$ cat src/rtl/face_mask_pkg.sv
// Shared constants and types for the face region masker video stage.
package face_mask_pkg;

  localparam int FRAME_W_DEF = 320;
  localparam int FRAME_H_DEF = 240;
  localparam int DATA_W_DEF  = 16;
  localparam int CRD_W_DEF   = 9;

  localparam logic [2:0] ADDR_X0     = 3'd0;
  localparam logic [2:0] ADDR_Y0     = 3'd1;
  localparam logic [2:0] ADDR_X1     = 3'd2;
  localparam logic [2:0] ADDR_Y1     = 3'd3;
  localparam logic [2:0] ADDR_FILL   = 3'd4;
  localparam logic [2:0] ADDR_CTRL   = 3'd5;
  localparam logic [2:0] ADDR_STATUS = 3'd6;

  localparam int CTRL_EN   = 0;
  localparam int CTRL_MODE = 1;

  typedef enum logic {
    WAIT_SOP = 1'b0,
    ACTIVE   = 1'b1
  } state_t;

endpackage

$ cat src/rtl/mask_regs.sv
// Avalon-MM register slave: pending region/mode copies, key synchronisers and
// the active shadow set that is reloaded on each accepted start-of-frame beat.
module mask_regs
  import face_mask_pkg::*;
#(
  parameter int CRD_W  = CRD_W_DEF,
  parameter int DATA_W = DATA_W_DEF
) (
  input  logic              clk,
  input  logic              reset,
  input  logic [2:0]        avs_address,
  input  logic              avs_write,
  input  logic [31:0]       avs_writedata,
  input  logic              avs_read,
  output logic [31:0]       avs_readdata,
  input  logic [1:0]        key_n,
  input  logic              load,
  input  logic [15:0]       frame_cnt,
  input  logic              frame_active,
  input  logic              frame_err,
  output logic [CRD_W-1:0]  x0,
  output logic [CRD_W-1:0]  y0,
  output logic [CRD_W-1:0]  x1,
  output logic [CRD_W-1:0]  y1,
  output logic [DATA_W-1:0] fill,
  output logic              en,
  output logic              mode,
  output logic              bypass
);

  logic [CRD_W-1:0]  p_x0, p_y0, p_x1, p_y1;
  logic [CRD_W-1:0]  a_x0, a_y0, a_x1, a_y1;
  logic [DATA_W-1:0] p_fill, a_fill;
  logic [1:0]        p_ctrl, a_ctrl;
  logic [1:0]        key_s1, key_s2;
  logic              use_pending;
  logic [31:0]       rd_mux;

  wire unused_wdata = ^avs_writedata[31:DATA_W];

  // Region frozen while the hold key is down; otherwise a start-of-frame
  // beat sees the pending set immediately (the load lands one edge later).
  assign use_pending = load && key_s2[1];
  assign bypass      = !key_s2[0];

  assign x0   = use_pending ? p_x0   : a_x0;
  assign y0   = use_pending ? p_y0   : a_y0;
  assign x1   = use_pending ? p_x1   : a_x1;
  assign y1   = use_pending ? p_y1   : a_y1;
  assign fill = use_pending ? p_fill : a_fill;
  assign en   = use_pending ? p_ctrl[CTRL_EN]   : a_ctrl[CTRL_EN];
  assign mode = use_pending ? p_ctrl[CTRL_MODE] : a_ctrl[CTRL_MODE];

  // Pending registers written by the host.
  always_ff @(posedge clk) begin
    if (reset) begin
      p_x0   <= '0;
      p_y0   <= '0;
      p_x1   <= '0;
      p_y1   <= '0;
      p_fill <= '0;
      p_ctrl <= '0;
    end else if (avs_write) begin
      case (avs_address)
        ADDR_X0:   p_x0   <= avs_writedata[CRD_W-1:0];
        ADDR_Y0:   p_y0   <= avs_writedata[CRD_W-1:0];
        ADDR_X1:   p_x1   <= avs_writedata[CRD_W-1:0];
        ADDR_Y1:   p_y1   <= avs_writedata[CRD_W-1:0];
        ADDR_FILL: p_fill <= avs_writedata[DATA_W-1:0];
        ADDR_CTRL: p_ctrl <= avs_writedata[1:0];
        default:   ;
      endcase
    end
  end

  // Active shadow copy; a same-cycle host write is not yet visible here.
  always_ff @(posedge clk) begin
    if (reset) begin
      a_x0   <= '0;
      a_y0   <= '0;
      a_x1   <= '0;
      a_y1   <= '0;
      a_fill <= '0;
      a_ctrl <= '0;
    end else if (use_pending) begin
      a_x0   <= p_x0;
      a_y0   <= p_y0;
      a_x1   <= p_x1;
      a_y1   <= p_y1;
      a_fill <= p_fill;
      a_ctrl <= p_ctrl;
    end
  end

  // Two-flop synchroniser for the asynchronous pushbuttons (idle high).
  always_ff @(posedge clk) begin
    if (reset) begin
      key_s1 <= 2'b11;
      key_s2 <= 2'b11;
    end else begin
      key_s1 <= key_n;
      key_s2 <= key_s1;
    end
  end

  // Read mux over the pending copies and live status.
  always_comb begin
    rd_mux = '0;
    case (avs_address)
      ADDR_X0:     rd_mux = 32'(p_x0);
      ADDR_Y0:     rd_mux = 32'(p_y0);
      ADDR_X1:     rd_mux = 32'(p_x1);
      ADDR_Y1:     rd_mux = 32'(p_y1);
      ADDR_FILL:   rd_mux = 32'(p_fill);
      ADDR_CTRL:   rd_mux = 32'(p_ctrl);
      ADDR_STATUS: rd_mux = {14'd0, frame_err, frame_active, frame_cnt};
      default:     rd_mux = '0;
    endcase
  end

  // Registered read data, one cycle latency.
  always_ff @(posedge clk) begin
    if (reset) avs_readdata <= '0;
    else if (avs_read) avs_readdata <= rd_mux;
  end

endmodule

$ cat src/rtl/face_region_masker.sv
// Avalon-ST stage that overwrites a host-programmed rectangle of each frame
// with a solid fill or the inverted pixel; everything else passes through.
//
//  state    | meaning
//  WAIT_SOP | between frames; beats pass unmasked until a start-of-packet
//  ACTIVE   | inside a frame; x/y track the position of the next beat
module face_region_masker
  import face_mask_pkg::*;
#(
  parameter int FRAME_W = FRAME_W_DEF,
  parameter int FRAME_H = FRAME_H_DEF,
  parameter int DATA_W  = DATA_W_DEF,
  parameter int CRD_W   = CRD_W_DEF
) (
  input  logic              clk,
  input  logic              reset,
  input  logic [DATA_W-1:0] in_data,
  input  logic              in_sop,
  input  logic              in_eop,
  input  logic              in_valid,
  output logic              in_ready,
  output logic [DATA_W-1:0] out_data,
  output logic              out_sop,
  output logic              out_eop,
  output logic              out_valid,
  input  logic              out_ready,
  input  logic [2:0]        avs_address,
  input  logic              avs_write,
  input  logic [31:0]       avs_writedata,
  input  logic              avs_read,
  output logic [31:0]       avs_readdata,
  input  logic [1:0]        key_n
);

  localparam int XW = $clog2(FRAME_W);
  localparam int YW = $clog2(FRAME_H + 1);

  state_t            state, state_nx;
  logic [XW-1:0]     x, x_nx, pos_x;
  logic [YW-1:0]     y, y_nx, pos_y;
  logic [15:0]       frame_cnt, frame_cnt_nx;
  logic              err, err_nx;
  logic              accept, in_frame, in_range, last_pix, hit;
  logic [CRD_W-1:0]  rx0, ry0, rx1, ry1;
  logic [DATA_W-1:0] fill, pix;
  logic              en, mode, bypass;

  assign in_ready = out_ready || !out_valid;
  assign accept   = in_valid && in_ready;

  mask_regs #(.CRD_W(CRD_W), .DATA_W(DATA_W)) u_regs (
    .clk           (clk),
    .reset         (reset),
    .avs_address   (avs_address),
    .avs_write     (avs_write),
    .avs_writedata (avs_writedata),
    .avs_read      (avs_read),
    .avs_readdata  (avs_readdata),
    .key_n         (key_n),
    .load          (accept && in_sop),
    .frame_cnt     (frame_cnt),
    .frame_active  (state == ACTIVE),
    .frame_err     (err),
    .x0            (rx0),
    .y0            (ry0),
    .x1            (rx1),
    .y1            (ry1),
    .fill          (fill),
    .en            (en),
    .mode          (mode),
    .bypass        (bypass)
  );

  // Next-state, position tracking, error and frame counting.
  always_comb begin
    state_nx     = state;
    x_nx         = x;
    y_nx         = y;
    err_nx       = err;
    frame_cnt_nx = frame_cnt;
    in_frame     = (state == ACTIVE) || in_sop;
    pos_x        = in_sop ? '0 : x;
    pos_y        = in_sop ? '0 : y;
    in_range     = pos_y < YW'(FRAME_H);
    last_pix     = (pos_x == XW'(FRAME_W - 1)) && (pos_y == YW'(FRAME_H - 1));
    if (accept && in_frame) begin
      state_nx = ACTIVE;
      if (in_sop && state == ACTIVE) err_nx = 1'b1;
      if (!in_range) begin
        err_nx = 1'b1;
        x_nx   = pos_x;
        y_nx   = pos_y;
      end else if (pos_x == XW'(FRAME_W - 1)) begin
        x_nx = '0;
        y_nx = pos_y + YW'(1);
      end else begin
        x_nx = pos_x + XW'(1);
        y_nx = pos_y;
      end
      if (in_eop) begin
        state_nx = WAIT_SOP;
        if (last_pix) begin
          err_nx       = 1'b0;
          frame_cnt_nx = frame_cnt + 16'd1;
        end else begin
          err_nx = 1'b1;
        end
      end
    end
  end

  // Region compare and pixel substitution for the incoming beat.
  always_comb begin
    hit = en && !bypass && in_frame && in_range &&
          (16'(rx0) <= 16'(pos_x)) && (16'(pos_x) <= 16'(rx1)) &&
          (16'(ry0) <= 16'(pos_y)) && (16'(pos_y) <= 16'(ry1));
    pix = in_data;
    if (hit) pix = mode ? ~in_data : fill;
  end

  // Frame state register.
  always_ff @(posedge clk) begin
    if (reset) begin
      state     <= WAIT_SOP;
      x         <= '0;
      y         <= '0;
      err       <= 1'b0;
      frame_cnt <= '0;
    end else begin
      state     <= state_nx;
      x         <= x_nx;
      y         <= y_nx;
      err       <= err_nx;
      frame_cnt <= frame_cnt_nx;
    end
  end

  // Single output stage; holds its beat while the sink stalls.
  always_ff @(posedge clk) begin
    if (reset) begin
      out_valid <= 1'b0;
      out_data  <= '0;
      out_sop   <= 1'b0;
      out_eop   <= 1'b0;
    end else if (in_ready) begin
      out_valid <= in_valid;
      if (in_valid) begin
        out_data <= pix;
        out_sop  <= in_sop;
        out_eop  <= in_eop;
      end
    end
  end

endmodule

$ cat config.mk
export PLATFORM = sky130hd
export DESIGN_NAME = face_region_masker
export DESIGN_NICKNAME = d
export VERILOG_FILES = /design/src/rtl/face_mask_pkg.sv /design/src/rtl/mask_regs.sv /design/src/rtl/face_region_masker.sv
export SDC_FILE = /design/constraint.sdc
export NUM_CORES = 1
export LEC_CHECK = 0
export ABC_AREA = 1
export CORE_MARGIN = 2
export CORE_UTILIZATION = 25
export DETAILED_ROUTE_END_ITERATION = 6
export DONT_BUFFER_PORTS = 1
export PLACE_DENSITY = 0.41
export SLEW_MARGIN = 15
export SYNTH_ARGS = -nofsm -noshare
export SYNTH_HDL_FRONTEND = slang
export SYNTH_SLANG_ARGS = --single-unit
$ cat constraint.sdc
create_clock -name clk -period 8.2 [get_ports clk]
set_input_delay 1.23 -clock clk [delete_from_list [all_inputs] [get_ports clk]]
set_output_delay 1.23 -clock clk [all_outputs]
set_load 0.02 [all_outputs]
==> flow_summary.yaml, run 1 <==
cts:
  path_clk_slew_ns: 0.07
  cts-root-buf: "clkbuf_16"
  clock-sinks: 184
  postCtsSetupRepairBufs: 0
  cts_hold_buf: 0
  numCtsBuffers: 17
  clk_latency_ns: 0.45
  ctsResizeCount: 0
  cts_tree: "built"
  htree_levels: 4
  cts_buffer_depth: 2
sta:
  maxSlewViolCount: 0
  period_needed_ns: 4.89
  max_freq_mhz: 204
  fin_worst_skew_ns: 0.0108
  tns_ns: 0
  rsz0062_at_grt: "no"
  max-slew-margin-rel_pct: 27.9
  hold_viol: 0
  worstMarginPinSlew_ns: 1.08
  setup-violations-final: 0
  period_share_pct: 59.7
floorplan:
  row_count: 69
  io-pin-count: 113
  dieWidth_microns: 193
  start_util_pct: 25.2
  core_area_sq_um: 35300
  fp.dieH_microns: 193
  die_area_sq_um: 37200
hold_path:
  hold_path_class: "reg2reg"
drt:
  drtIter0Drc: 536
  wl_per_cell_microns: 15.8
  first_pass_iters: 5
  route.antenna.remaining_nets: 0
  drcViolationCount: 0
  wl_mm: 26.5
  viasPerCell: 4.47
  vias: 7496
finish:
  layout_commonest_cell: "nand2_1"
  area_growth_pct: 9.82
  antenna_cells: 0
  layout_common_cells: "nand2_1, dfxtp_1, inv_1"
  drive_above_1_share_pct: 5.26
  final_util_pct: 27.7
  fillCellCount: 3864
  final_nets: 1303
critical_path:
  cpLargestDelayFamily: "simple AND/OR/NAND/NOR gates"
  cp-end-kind: "flop"
  critPathLaunchType: "input pin"
  path_buf_inv: 2
  critPathKind: "in2reg"
  max_stage_delay_ns: 0.89
  arrival_ns: 5.26
  crit_chain: "inv_1, nand2_1, nand4_4, inv_2, o21ai_0, ha_1, a21oi_1, nand2_1, nand2_1, nand2_1, nand2_1, nand2_1, nand2_1, nand2_1, nand2_1, nand2_4, nand2_1, nand3_1, a21oi_1"
  critPathRequiredTime_ns: 8.57
  worst_path_most_repeated_cell: "nand2_1"
  crit_slowest_cell: "inv_2"
  path_max_fanout: 58
power_and_ir_drop:
  power.density_nw_per_um2: 202
  p_switching_mw: 0.540
  switching_share_pct: 27.3
  seqPwrFrac_pct: 47.9
  p_leak_nw: 3.87
  clkPwrFrac_pct: 42.8
  p_comb_share_pct: 9.4
  intPower_mw: 1.44
  ir_worst_vdd_mv: 0.154
placement:
  post-dp-hpwl_mm: 19.3
  place_congestion: 0.793
  port_buffers: 0
grt:
  grt_max_degree: 100
  grt_use_total_pct: 14.6
  grt_pass1_vias: 7089
  grt_antenna_before_repair: 0
  grt_overflow_total: 0
  grt_pass1_wl_mm: 41.5
synth:
  synth_flop_cell: "dfxtp_1"
  synth_area_per_cell_sq_um: 7.19
  synth_seq_cells: 184
  ys_warn_count: 0
  synth_seq_area_share_pct: 41.3
  async_flop_share_pct: 0
  syn_inst: 1240
  synth_edf_count: 0
  synthesis.area_sq_um: 8910
  yosysUniqueCellTypes: 50
run:
  cap_violations: 0
run_status:
  outcome: "finished clean"
[cell type report]
type	count	area (sq um)	share of cell area, %
Multi-Input combinational cell	830	4290	43.8
Sequential cell	184	3680	37.6
Inverter	170	642	6.56
Tap cell	461	577	5.89
Clock buffer	19	443	4.52
Clock inverter	12	140	1.43
Timing Repair Buffer	2	15.0	0.153
[logic make-up after synthesis]
family	share of synthesized area, %
buffers and inverters	11.1
adder cells (fa/ha/maj)	5.19
flip-flops	41.3
XOR/XNOR	0.393
multiplexers	0.561
AND/OR/NAND/NOR	22.8
other	0.0421
AO/OA/AOI/OAI	18.5
[final timing paths]
path / to / startpoint / depth (start not counted) / slack (ns)
worst max-delay path: out_data[6] / out_ready / 19 / 3.31
worst max register to register: out_data[6] / out_valid / 18 / 3.68
worst min register to register: u_regs.key_s2[1] / u_regs.key_s1[1] / 1 / 0.41
worst min-delay path: u_regs.key_s2[1] / u_regs.key_s1[1] / 1 / 0.41
[synthesized netlist by cell type (all sizes together), types with 3 or more instances]
cell / instances / area, sq um
nor3b: 6 / 65.1
a21oi: 121 / 609
nor3: 14 / 86.3
a32oi: 3 / 26.3
or2: 5 / 31.3
clkbuf: 38 / 143
mux2i: 5 / 50.1
xor2: 3 / 26.3
o221ai: 9 / 78.8
ha: 37 / 463
o21ai: 147 / 736
dfxtp: 184 / 3680
nand2: 229 / 875
nand3: 67 / 335
buf: 31 / 209
nand4: 9 / 77.6
and2: 17 / 106
o22ai: 20 / 125
inv: 168 / 633
nor2: 109 / 432
[per-stage QoR]
step           power [mW]  instances  worst slack (ns)  hold slack (ns)  instance area (sq um)
6_report             1.98       1678              3.31            0.413                   9790
5_1_grt              2.07       1678              2.61            0.428                   9790
4_1_cts              2.00       1678              3.29            0.414                   9790
3_5_place_dp         1.16       1647              2.83            0.397                   9210
3_3_place_gp         1.15       1647              2.82            0.394                   9210
2_1_floorplan        1.12       1253              4.26            0.389                   8960
[flip-flops by register name (all words and copies together) (netlist names)]
name                 count
err                      1
frame_cnt               16
out_data                16
out_eop                  1
out_sop                  1
out_valid                1
state                    1
u_regs.a_ctrl            2
u_regs.a_fill           16
u_regs.a_x0              9
u_regs.a_x1              9
u_regs.a_y0              9
u_regs.a_y1              9
u_regs.avs_readdata     18
u_regs.key_s1            2
u_regs.key_s2            2
u_regs.p_ctrl            2
u_regs.p_fill           16
u_regs.p_x0              9
u_regs.p_x1              9
u_regs.p_y0              9
u_regs.p_y1              9
x                        9
y                        8
[power groups by stage]
stage	sequential (mW)	clock (mW)	combinational, mW
global placement	0.969	0	0.185
floorplan	0.964	0	0.159
CTS	0.948	0.869	0.187
global route	0.951	0.904	0.216
detailed placement	0.969	0	0.186
finish	0.948	0.846	0.185
[metal layers]
layer | wire (microns) | global-route usage [%]
met1 | 13300 | 20.5
met2 | 11600 | 22.3
met3 | 1250 | 3.64
met4 | 339 | 3.61
met5 | 0 | 0
[worst register-to-register path, stage by stage (launching register included)]
cell and delay [ns]:
dfxtp_1 0.40, nand2_1 0.31, nand4_4 0.57, inv_2 0.91, o21ai_0 0.27, ha_1 0.38
a21oi_1 0.15, nand2_1 0.06, nand2_1 0.06, nand2_1 0.05, nand2_1 0.05, nand2_1 0.04
nand2_1 0.05, nand2_1 0.05, nand2_1 0.48, nand2_4 0.25, nand2_1 0.11, nand3_1 0.09
a21oi_1 0.18
(Power assumes the default switching activity.)
==> run 2, diff against run 1 <==
==> constraint.sdc (replaced) <==
create_clock -name clk -period 4.8 [get_ports clk]
set_input_delay 0.72 -clock clk [delete_from_list [all_inputs] [get_ports clk]]
set_output_delay 0.72 -clock clk [all_outputs]
set_load 0.02 [all_outputs]
==> run 2 against run 1 <==
- sequential cell count stayed put
- wire length up 0.29%
- core utilization grew 0.085 points
- sequential share of layout area is 0.12 points lower
- via count grew 0.81%
- total power grew 71%
- critical path depth shrank 1
- count of clock-buffer cells in the layout down 1
- cell area up 0.31%
- register-to-register slack got worse by 2.5 ns
- global-route usage down 0.060 points
- critical path type is now reg2reg
- critical endpoint is now out_data[14]
- largest cell class unchanged
==> flow_summary.yaml, run 2 (synthesis gave the netlist of run 1 again) <==
drt:
  drt-met1-wl_mm: 13.5
  drtIter0Drc: 453
  vias: 7557
  first_pass_iters: 5
  wl_mm: 26.6
  met2WireLength_mm: 11.6
  wl_per_cell_microns: 15.8
  wl_met3_mm: 1.27
  route.antenna.remaining_nets: 0
  top_layer_used: "met4"
  drcViolationCount: 0
  viasPerCell: 4.49
critical_path:
  critPathRequiredTime_ns: 5.17
  max_stage_delay_ns: 0.49
  cpLargestDelayFamily: "simple AND/OR/NAND/NOR gates"
  critPathLaunchType: "flop"
  path_max_fanout: 44
  arrival_ns: 3.94
  cp-end-kind: "flop"
  path_depth: 18
  crit_slowest_cell: "dfxtp_1"
  crit_chain: "nand2_1, nand4_4, buf_4, mux2i_1, ha_1, nand2_1, inv_1, nand2_1, nand2_1, nand2_1, nand3_1, nand2_1, nand2_1, nor2_4, nand2_4, nand2_1, nand3_1, a21oi_1"
  r2r_cells: 18
  worst_path_most_repeated_cell: "nand2_1"
  path_buf_inv: 2
  critPathKind: "reg2reg"
grt:
  grt_pass1_vias: 6919
  grt_antenna_before_repair: 1
  grt_max_degree: 100
  grt_overflow_total: 0
  grt_use_total_pct: 14.6
  grt_pass1_wl_mm: 41.0
floorplan:
  io-pin-count: 113
  core_area_sq_um: 35300
  die_area_sq_um: 37200
  dieWidth_microns: 193
  fp.dieH_microns: 193
  start_util_pct: 25.2
  row_count: 69
finish:
  area_growth_pct: 10.2
  largest_reg_flops: 18
  stdcell_count: 1682
  final_util_pct: 27.8
  antenna_cells: 0
  layout_commonest_cell: "nand2_1"
  max_flop_register: "u_regs.avs_readdata"
  final_nets: 1306
  drive_above_1_share_pct: 5.65
  layout_common_cells: "nand2_1, dfxtp_1, inv_1"
placement:
  place_congestion: 0.780
  dp.cells: 1650
  post-dp-hpwl_mm: 19.5
  port_buffers: 0
power_and_ir_drop:
  finalPower_mw: 3.39
  power.density_nw_per_um2: 345
  ir_worst_vdd_mv: 0.251
  p_leak_nw: 3.90
cts:
  cts_tree: "built"
  numCtsBuffers: 17
  postCtsSetupRepairBufs: 0
  clock-sinks: 184
  cts_hold_buf: 0
  path_clk_slew_ns: 0.07
  ctsResizeCount: 0
  htree_levels: 4
  cts_buffer_depth: 2
  clk_latency_ns: 0.45
  cts-root-buf: "clkbuf_16"
sta:
  rsz0062_at_grt: "no"
  maxSlewViolCount: 0
  hold_viol: 0
  setup-violations-final: 0
  max-slew-margin-rel_pct: 29.1
  period_needed_ns: 3.57
  max_freq_mhz: 280
  tns_ns: 0
  finalHoldWorstSlack_ns: 0.347
  period_share_pct: 74.4
  worstMarginPinSlew_ns: 1.06
  fin_worst_skew_ns: 0.0162
run:
  cap_violations: 0
hold_path:
  hold_depth: 1
  hold_path_class: "in2reg"
run_status:
  outcome: "finished clean"
-- run 2: cell types whose count changed in the layout (fill, tap and decap cells not counted), sizes merged --
cell / previous run / this run
buf: 2 / 5
inv: 172 / 176
clkbuf: 19 / 18
clkinvlp: 2 / 1
bufinv: 2 / 1
-- run 2: stage by stage --
| stage | setup WS [ns] | cell area, sq um |
|---|---|---|
| 4_1_cts | 1.16 | 9820 |
| 2_1_floorplan | 1.37 | 8960 |
| 5_1_grt | 0.876 | 9820 |
| 6_report | 1.23 | 9820 |
| 3_5_place_dp | 0.938 | 9230 |
| 3_3_place_gp | 0.984 | 9230 |
-- run 2: layout make-up --
cell class	count	area (sq um)
repair buffers	5	37.5
multi-input cells	830	4290
clock buffers	18	439
flip-flops and latches	184	3680
inverters	170	642
well taps	461	577
fillers	3842	25500
clock inverters	14	151
-- run 2: final timing paths --
path | from | to | slack [ns]
min | reset | out_data[11] | 0.35
max reg2reg | out_valid | out_data[14] | 1.23
min reg2reg | u_regs.key_s1[1] | u_regs.key_s2[1] | 0.41
max | out_valid | out_data[14] | 1.23
-- run 2: worst register-to-register path: stages, from the launching register on --
cell and delay, ns:
dfxtp_1 0.49, nand2_1 0.29, nand4_4 0.16, buf_4 0.38
mux2i_1 0.38, ha_1 0.29, nand2_1 0.08, inv_1 0.05
nand2_1 0.06, nand2_1 0.04, nand2_1 0.05, nand3_1 0.06
nand2_1 0.07, nand2_1 0.09, nor2_4 0.38, nand2_4 0.24
nand2_1 0.12, nand3_1 0.11, a21oi_1 0.14
-- run 2: routing by layer --
layer,vias to the layer above,GRT usage [%]
li1,3958,-
met1,3474,20.5
met2,109,22.4
met3,16,3.66
met4,0,2.99
met5,-,0
-- run 2: power by group --
group,switching (mW),internal [mW]
Clock,0.694,0.754
Sequential,0.0404,1.58
Combinational,0.225,0.0935
Total,0.960,2.43
==> run 3, diff against run 2 <==
--- a/config.mk
+++ b/config.mk
@@ -10,7 +10,7 @@
 export CORE_UTILIZATION = 25
 export DETAILED_ROUTE_END_ITERATION = 6
 export DONT_BUFFER_PORTS = 1
-export PLACE_DENSITY = 0.41
+export PLACE_DENSITY = 0.43
 export SLEW_MARGIN = 15
 export SYNTH_ARGS = -nofsm -noshare
 export SYNTH_HDL_FRONTEND = slang
==> constraint.sdc (replaced) <==
create_clock -name clk -period 3.2 [get_ports clk]
set_input_delay 0.48 -clock clk [delete_from_list [all_inputs] [get_ports clk]]
set_output_delay 0.48 -clock clk [all_outputs]
set_load 0.02 [all_outputs]
==> run 3 against run 2 <==
- combinational power increased by 55%
- wire length decreased by 2.1%
- total power rose by 52%
- critical endpoint is now out_data[0]
- largest cell class unchanged
==> flow_summary.yaml, run 3 (synthesis gave the netlist of run 1 again) <==
run_status:
  outcome: "finished clean"
drt:
  met2WireLength_mm: 11.3
  vias: 7559
  top_layer_used: "met4"
  viasPerCell: 4.46
  route.antenna.remaining_nets: 0
  first_pass_iters: 5
  drt-met1-wl_mm: 13.0
  wl_met3_mm: 1.38
  drcViolationCount: 0
  wl_mm: 26.0
  drtIter0Drc: 504
  wl_per_cell_microns: 15.4
power_and_ir_drop:
  power.density_nw_per_um2: 516
  intPower_mw: 3.77
  clkPwrFrac_pct: 43.2
  p_leak_nw: 3.97
  p_switching_mw: 1.37
  switching_share_pct: 26.6
  seqPwrFrac_pct: 47.2
  ir_worst_vdd_mv: 0.367
  p_comb_share_pct: 9.6
placement:
  port_buffers: 0
  post-dp-hpwl_mm: 19.3
  dp.cells: 1661
  dpl_cell_area_sq_um: 9350
  place_congestion: 0.784
finish:
  drive_above_1_share_pct: 6.49
  max_flop_register: "u_regs.avs_readdata"
  layout_common_cells: "nand2_1, dfxtp_1, inv_1"
  antenna_cells: 0
  layout_commonest_cell: "nand2_1"
  fillCellCount: 3799
  fin_area_sq_um: 9960
  final_nets: 1317
  area_growth_pct: 11.8
  largest_reg_flops: 18
  stdcell_count: 1693
sta:
  tns_ns: 0
  max-slew-margin-rel_pct: 25.6
  hold_viol: 0
  max_freq_mhz: 360
  period_share_pct: 86.9
  period_needed_ns: 2.78
  maxSlewViolCount: 0
  fin_worst_skew_ns: 0.0158
  worstMarginPinSlew_ns: 1.12
  setup-violations-final: 0
  rsz0062_at_grt: "no"
floorplan:
  io-pin-count: 113
  dieWidth_microns: 193
  die_area_sq_um: 37200
  core_area_sq_um: 35300
  fp.dieH_microns: 193
  start_util_pct: 25.2
  row_count: 69
critical_path:
  cp-end-kind: "flop"
  max_stage_delay_ns: 0.35
  critPathLaunchType: "flop"
  r2r_cells: 14
  arrival_ns: 3.12
  rr_startpoint: "out_valid"
  cpLargestDelayFamily: "buffers and inverters"
  critPathRequiredTime_ns: 3.54
  path_max_fanout: 31
  crit_chain: "nand2_1, nand4_4, inv_2, buf_4, o21ai_0, ha_1, nand3_1, nor2_1, nor2_1, nand2_1, buf_4, nand3_1, nand3_1, a21oi_1"
  reg2reg_to: "out_data[0]"
  r2r_slack_ns: 0.42
  worst_path_most_repeated_cell: "nand3_1"
  crit_slowest_cell: "buf_4"
  critPathKind: "reg2reg"
  path_buf_inv: 3
grt:
  grt_overflow_total: 0
  grt_antenna_before_repair: 0
  grt_use_total_pct: 14.2
  grt_pass1_vias: 6796
  grt_pass1_wl_mm: 40.1
  grt_max_degree: 100
cts:
  numCtsBuffers: 17
  htree_levels: 4
  cts-root-buf: "clkbuf_16"
  clock-sinks: 184
  cts_tree: "built"
  path_clk_slew_ns: 0.08
  cts_hold_buf: 0
  ctsResizeCount: 0
  cts_buffer_depth: 2
  postCtsSetupRepairBufs: 0
  clk_latency_ns: 0.45
run:
  cap_violations: 0
hold_path:
  hold_path_class: "in2reg"
  hold_depth: 1
  min_from: "reset"
  hold_path_end: "out_data[9]"
## run 3: cell count changes in the layout (fill, tap and decap cells not counted)
cell,previous run,this run
buf_12,0,3
buf_4,5,13
bufinv_16,1,2
clkbuf_8,1,4
clkinv_4,3,1
clkinvlp_4,1,3
inv_8,5,1
## run 3: area by class of cell
cell class,count,area [sq um],area share [%]
clock inverters,11,134,1.34
inverters,170,642,6.44
multi-input cells,830,4290,43.1
well taps,461,577,5.79
clock buffers,21,480,4.82
flip-flops and latches,184,3680,37.0
repair buffers,16,158,1.58
## run 3: layer usage
| metal | up-vias | GRT usage (%) |
|---|---|---|
| li1 | 3989 | - |
| met1 | 3416 | 19.9 |
| met2 | 131 | 21.5 |
| met3 | 23 | 3.31 |
| met4 | 0 | 4.40 |
| met5 | - | 0 |
## run 3: power groups by stage
| stage | sequential [mW] | clock [mW] | combinational (mW) |
|---|---|---|---|
| CTS | 2.43 | 2.29 | 0.498 |
| global route | 2.44 | 2.37 | 0.573 |
| floorplan | 2.47 | 0 | 0.406 |
| global placement | 2.48 | 0 | 0.496 |
| finish | 2.43 | 2.22 | 0.493 |
| detailed placement | 2.48 | 0 | 0.495 |
## run 3: how the worst max path moves through the flow
stage,depth (start not counted),startpoint,slack [ns],to
floorplan,23,out_ready,0.01,out_data[5]
global placement,15,out_ready,0.17,out_data[0]
detailed placement,15,out_ready,0.19,out_data[0]
CTS,15,out_valid,0.37,out_data[5]
global route,16,out_valid,0.11,out_data[4]
finish,14,out_valid,0.42,out_data[0]
## run 3: per-stage QoR
stage	total power [mW]	hold slack, ns	setup WS [ns]	util, %
after floorplan	2.88	0.389	0.0113	-
after global placement	2.98	0.392	0.175	26.5
after detailed placement	2.98	0.399	0.190	26.5
after CTS	5.22	0.0833	0.372	28.2
after global routing	5.38	0.0819	0.108	28.2
final	5.14	0.108	0.420	28.2
